## src/rtl/display_pkg.sv

```systemverilog
// Shared constants for the result display: 7-segment glyph table, blank and
// 'F' glyphs, the state-error code, and the one-hot state index encoder.
// Segment vectors are {g,f,e,d,c,b,a}, active-low.
package display_pkg;

  localparam int NUM_DIGITS = 4;

  localparam logic [6:0] SEG_BLANK = 7'h7F;
  localparam logic [6:0] SEG_F     = 7'h0E;
  localparam logic [3:0] STATE_ERR = 4'hE;

  // Hex glyphs 0-F; b and d are lowercase shapes.
  localparam logic [6:0] HEX_SEG [16] = '{
    7'h40, 7'h79, 7'h24, 7'h30,
    7'h19, 7'h12, 7'h02, 7'h78,
    7'h00, 7'h10, 7'h08, 7'h03,
    7'h46, 7'h21, 7'h06, 7'h0E
  };

  // One-hot state flags to index 0-5. Anything that is not exactly one-hot
  // shows up as the error code.
  function automatic logic [3:0] state_index(input logic [5:0] s);
    logic [3:0] idx;
    case (s)
      6'b000001: idx = 4'd0;
      6'b000010: idx = 4'd1;
      6'b000100: idx = 4'd2;
      6'b001000: idx = 4'd3;
      6'b010000: idx = 4'd4;
      6'b100000: idx = 4'd5;
      default:   idx = STATE_ERR;
    endcase
    return idx;
  endfunction

endpackage

```

## src/rtl/hex_to_seg7.sv

```systemverilog
// Combinational 4-bit to active-low 7-segment decoder.
module hex_to_seg7
  import display_pkg::*;
(
  input  logic [3:0] nib,
  output logic [6:0] seg
);

  assign seg = HEX_SEG[nib];

endmodule

```

## src/rtl/result_display_driver.sv

```systemverilog
// Multiplexed 4-digit common-anode display driver for the toy processor.
// Digits 1:0 show the result byte in hex, digit 2 the state index, digit 3 a
// sticky blinking overflow 'F'. DP on digit 3 tracks the live overflow flag.
// All outputs are registered; data reaches the pins two cycles after input.
module result_display_driver
  import display_pkg::*;
#(
  parameter int REFRESH_DIV = 50000,
  parameter int BLINK_DIV   = 64
) (
  input  logic       CLK,
  input  logic       RESET,
  input  logic [7:0] DATA_IN,
  input  logic       OVF_IN,
  input  logic [5:0] STATE_IN,
  output logic [6:0] SEG,
  output logic       DP,
  output logic [3:0] AN
);

  localparam int RW = (REFRESH_DIV > 1) ? $clog2(REFRESH_DIV) : 1;
  localparam int FW = (BLINK_DIV > 1) ? $clog2(BLINK_DIV) : 1;
  localparam int DW = $clog2(NUM_DIGITS);

  localparam logic [RW-1:0] RCNT_MAX  = RW'(REFRESH_DIV - 1);
  localparam logic [FW-1:0] FRAME_MAX = FW'(BLINK_DIV - 1);
  localparam logic [DW-1:0] DIG_MAX   = DW'(NUM_DIGITS - 1);

  logic [7:0]    data_q, data_d;
  logic          ovf_q, ovf_d;
  logic [5:0]    state_q, state_d;
  logic          ovf_sticky_q, ovf_sticky_d;
  logic [RW-1:0] rcnt_q, rcnt_d;
  logic [DW-1:0] dig_q, dig_d;
  logic [FW-1:0] frame_q, frame_d;
  logic          blink_q, blink_d;
  logic [3:0]    an_q, an_d;
  logic [6:0]    seg_q, seg_d;
  logic          dp_q, dp_d;

  logic          rcnt_wrap;
  logic          frame_tick;
  logic [3:0]    nib;
  logic [6:0]    dec_seg;

  // Capture, sticky overflow, and refresh/frame/blink counter next-state.
  always_comb begin
    data_d       = DATA_IN;
    ovf_d        = OVF_IN;
    state_d      = STATE_IN;
    ovf_sticky_d = ovf_sticky_q | ovf_q;

    rcnt_wrap  = (rcnt_q == RCNT_MAX);
    frame_tick = rcnt_wrap && (dig_q == DIG_MAX);

    rcnt_d  = rcnt_wrap ? '0 : rcnt_q + 1'b1;
    dig_d   = dig_q;
    frame_d = frame_q;
    blink_d = blink_q;

    if (rcnt_wrap) begin
      dig_d = (dig_q == DIG_MAX) ? '0 : dig_q + 1'b1;
    end
    if (frame_tick) begin
      if (frame_q == FRAME_MAX) begin
        frame_d = '0;
        blink_d = ~blink_q;
      end else begin
        frame_d = frame_q + 1'b1;
      end
    end
  end

  // Digit-select mux feeding the single hex decoder.
  always_comb begin
    nib = 4'h0;
    case (dig_q)
      2'd0:    nib = data_q[3:0];
      2'd1:    nib = data_q[7:4];
      2'd2:    nib = state_index(state_q);
      default: nib = 4'h0;
    endcase
  end

  hex_to_seg7 u_hex_to_seg7 (
    .nib (nib),
    .seg (dec_seg)
  );

  // Output register inputs: one anode low, glyph per digit, DP on digit 3.
  always_comb begin
    an_d  = ~(4'b0001 << dig_q);
    seg_d = dec_seg;
    dp_d  = 1'b1;
    if (dig_q == DIG_MAX) begin
      seg_d = (ovf_sticky_q && blink_q) ? SEG_F : SEG_BLANK;
      dp_d  = ~ovf_q;
    end
  end

  // State and output registers with synchronous reset.
  always_ff @(posedge CLK) begin
    if (RESET) begin
      data_q       <= '0;
      ovf_q        <= 1'b0;
      state_q      <= '0;
      ovf_sticky_q <= 1'b0;
      rcnt_q       <= '0;
      dig_q        <= '0;
      frame_q      <= '0;
      blink_q      <= 1'b0;
      an_q         <= 4'hF;
      seg_q        <= SEG_BLANK;
      dp_q         <= 1'b1;
    end else begin
      data_q       <= data_d;
      ovf_q        <= ovf_d;
      state_q      <= state_d;
      ovf_sticky_q <= ovf_sticky_d;
      rcnt_q       <= rcnt_d;
      dig_q        <= dig_d;
      frame_q      <= frame_d;
      blink_q      <= blink_d;
      an_q         <= an_d;
      seg_q        <= seg_d;
      dp_q         <= dp_d;
    end
  end

  assign AN  = an_q;
  assign SEG = seg_q;
  assign DP  = dp_q;

endmodule

```

## config.mk

```make
export PLATFORM = sky130hd
export DESIGN_NAME = result_display_driver
export DESIGN_NICKNAME = d
export VERILOG_FILES = /design/src/rtl/display_pkg.sv /design/src/rtl/hex_to_seg7.sv /design/src/rtl/result_display_driver.sv
export SDC_FILE = /design/constraint.sdc
export NUM_CORES = 1
export LEC_CHECK = 0
export CORE_MARGIN = 4
export CORE_UTILIZATION = 59
export CTS_CLUSTER_SIZE = 25
export DETAILED_ROUTE_END_ITERATION = 16
export GPL_TIMING_DRIVEN = 0
export PLACE_DENSITY = 0.84
export SYNTH_ARGS = -nofsm -noshare
export SYNTH_HDL_FRONTEND = slang
export SYNTH_SLANG_ARGS = --single-unit
```

## constraint.sdc

```tcl
create_clock -name CLK -period 5.4 [get_ports CLK]
set_input_delay 1.08 -clock CLK [delete_from_list [all_inputs] [get_ports CLK]]
set_output_delay 1.08 -clock CLK [all_outputs]
set_load 0.02 [all_outputs]
```

==> impl_metrics.ini <==
[status]
status = finished, final reports clean

[clocking]
cts.path.max_buffers = 2
clk_latency_ns = 0.30
path_clk_slew_ns = 0.10
cts_resized = 0
cts-root-buf = clkbuf_8
cts_tree = built
cts.sinks = 53
numCtsBuffers = 5
postCtsSetupRepairBufs = 0
cts-hold-fix-buffers = 0
htree_levels = 2

[power]
peakVddDrop_mv = 0.187
p_comb_share_pct = 11.3
power.leakage_nw = 1.12
clock_power_share_pct = 33.4
swShare_pct = 24.1
internal_power_uw = 563
seqPwrFrac_pct = 55.3
powerDensity_mw_per_mm2 = 255
p_sw_uw = 179

[drt]
ant_nets = 0
drcViolationCount = 0
vias_per_cell = 5.49
drt_iter0_markers = 77
dr_total_vias = 1964
wl_per_cell_um = 13.2
firstDrtPassIters = 4
routed_wl_um = 4720

[critical_path]
cp_cell_sequence = inv_1 -> ha_1 -> clkbuf_1 -> inv_1 -> nor2_1 -> or4b_2 -> nand2_1 -> nand2_1 -> inv_1 -> ha_1 -> nand3_1 -> o211ai_1 -> nor2_1 -> o311ai_0
startpoint_type = register
path_max_fanout = 9
cp_data_required_time_ns = 5.60
cp_slowest_cell = or4b_2
crit_type = register to register
cpMostUsedCell = inv_1
cpPeakStageDelay_ns = 0.60
critical_path_buf_inv_count = 4
worstPathArrival_ns = 3.53
crit_family = simple AND/OR/NAND/NOR gates
cp-end-kind = register

[yosys]
synth_edf_count = 0
synthCells = 272
ys.flop_type = dfxtp_1
synth_seq_area_share_pct = 43.0
ys_ff_latch = 53
synth_area_mm2 = 0.00246
avgSynthCellArea_um2 = 9.06
async_flop_share_pct = 0
syn_nets = 301
yosysWarnings = 0
ys_types = 44

[global_routing]
grt_pass1_wl_um = 7820
antenna_found_initial = 0
gr-usage-all-layers_pct = 18.7
grt_overflow = 0
grt_pass1_vias = 1802
grt_max_degree = 17

[hold_path]
hold_class = register to register

[floorplanning]
core_mm2 = 0.00403
dieWidth_um = 72.6
die_y_um = 72.6
start_util_pct = 61.2
rows = 23
die_area_mm2 = 0.00528
io_pins = 29

[final_layout]
area_growth_pct = 18.2
final_cell_mix = dfxtp_1, nor2_1, clkdlybuf4s50_1
final_common_cell = dfxtp_1
drive_gt1_share_pct = 6.49
nets = 336
multi_input_area_mm2 = 0.00130
seq_area_mm2 = 0.00106
utilization_pct = 72.3
fill_cells = 322
insertedDiodeCount = 0
stdcell_count = 358

[timing]
hold_viol = 0
min_period_ns = 3.33
whs_ns = 0.427
drv_slew = 0
tightest_slew_ns = 0.451
finalClockSkew_ns = 0.00780
min_period_over_period_pct = 61.6
finalSetupViolations = 0
maxSlewHeadroom_pct = 69.9
rsz0062_at_grt = no
fin_setup_tns_ns = 0
max_freq_mhz = 301

[placement]
dp.cells = 350
io_buffer_count = 28
gp_congestion = 0.862
dp_hpwl_um = 3430

[run]
max-cap-violations = 0
==> path summary, 6_finish.rpt <==
kind                               from                end  slack [ns]  depth (start not counted)
setup reg to reg  dig_q[0]$_SDFFE_PP0N_  SEG[0]$_SDFF_PP1_        2.07                         14
hold reg to reg        ovf_q$_SDFF_PP0_      DP$_SDFF_PP1_        0.43                          1
setup / recovery  dig_q[0]$_SDFFE_PP0N_  SEG[0]$_SDFF_PP1_        2.07                         14
hold / removal         ovf_q$_SDFF_PP0_      DP$_SDFF_PP1_        0.43                          1
==> Yosys cell counts, types with 2 or more instances <==
| cell type | instances | area share [%] |
|---|---|---|
| o21ai_0 | 10 | 2.0 |
| nor2_1 | 30 | 4.6 |
| or4_1 | 2 | 0.61 |
| or4b_4 | 2 | 1.1 |
| xor2_1 | 11 | 3.9 |
| buf_6 | 2 | 0.91 |
| o211ai_1 | 5 | 1.5 |
| a41oi_1 | 2 | 0.71 |
| nand4_1 | 5 | 1.3 |
| inv_1 | 12 | 1.8 |
| a21o_1 | 3 | 0.91 |
| and3_1 | 4 | 1.0 |
| a22o_1 | 2 | 0.71 |
| a31oi_1 | 3 | 0.76 |
| dfxtp_1 | 53 | 43 |
| nor2b_1 | 15 | 3.8 |
| a22oi_1 | 3 | 0.91 |
| nor3_1 | 3 | 0.61 |
| xnor2_1 | 8 | 2.8 |
| or3_1 | 4 | 1.0 |
| and2_1 | 2 | 0.51 |
| nand2b_1 | 4 | 1.0 |
| a21oi_1 | 9 | 1.8 |
| clkbuf_1 | 10 | 1.5 |
| ha_1 | 12 | 6.1 |
| o31ai_1 | 3 | 0.91 |
| nand3b_1 | 2 | 0.61 |
| nand2_1 | 21 | 3.2 |
| mux2i_1 | 5 | 2.0 |
| o311ai_0 | 2 | 0.71 |
| a31o_2 | 2 | 0.71 |
| nand3_1 | 8 | 1.6 |
| or2_2 | 2 | 0.51 |
==> per-layer routing <==
layer  part of all wire (%)  up-vias  wire (um)  GRT usage (%)
met5                      0        -          0              0
met4                    1.6        0         76           6.35
met3                    5.5       11        259           4.41
met2                     45       47       2150           31.0
met1                     47      901       2240           23.8
li1                       -     1005          -              -
==> logic make-up (layout without fill, tap and decap cells) <==
logic type | count (synthesis) | after routing | synth area share [%]
AND/OR/NAND/NOR | 110 | 110 | 24.0
flip-flops | 53 | 53 | 43.0
AO/OA/AOI/OAI | 49 | 49 | 13.9
buffers and inverters | 24 | 60 | 4.26
XOR/XNOR | 19 | 19 | 6.75
adder cells (fa/ha/maj) | 12 | 12 | 6.09
multiplexers | 5 | 5 | 2.03
==> power groups by stage <==
stage | Clock, mW | Sequential [mW] | Combinational, mW
floorplan | 0 | 0.425 | 0.0450
global placement | 0 | 0.419 | 0.0815
detailed placement | 0 | 0.420 | 0.0835
CTS | 0.254 | 0.411 | 0.0840
global route | 0.268 | 0.412 | 0.0918
finish | 0.248 | 0.411 | 0.0840
==> through the flow <==
stage | worst slack [ns] | cell area [um^2] | power (mW)
6_report | 2.07 | 2910 | 0.743
3_5_place_dp | 2.14 | 2810 | 0.503
4_1_cts | 2.09 | 2910 | 0.749
5_1_grt | 1.72 | 2910 | 0.771
3_3_place_gp | 2.20 | 2810 | 0.501
2_1_floorplan | 2.59 | 2460 | 0.470
==> final cells by class <==
| class | count | share of cell area, % |
|---|---|---|
| Tap cell | 50 | 2.15 |
| Clock buffer | 7 | 3.31 |
| Buffer | 12 | 2.06 |
| Multi-Input combinational cell | 195 | 44.6 |
| Inverter | 12 | 1.55 |
| Timing Repair Buffer | 28 | 9.62 |
| Clock inverter | 1 | 0.301 |
| Sequential cell | 53 | 36.4 |
==> flip-flops by register name, indices dropped and copies added (netlist names) <==
register	flops
data_q	8
dig_q	2
DP	1
ovf_q	1
blink_q	1
ovf_sticky_q	1
SEG	7
frame_q	6
state_q	6
AN	4
rcnt_q	16
(Power assumes the default switching activity.)
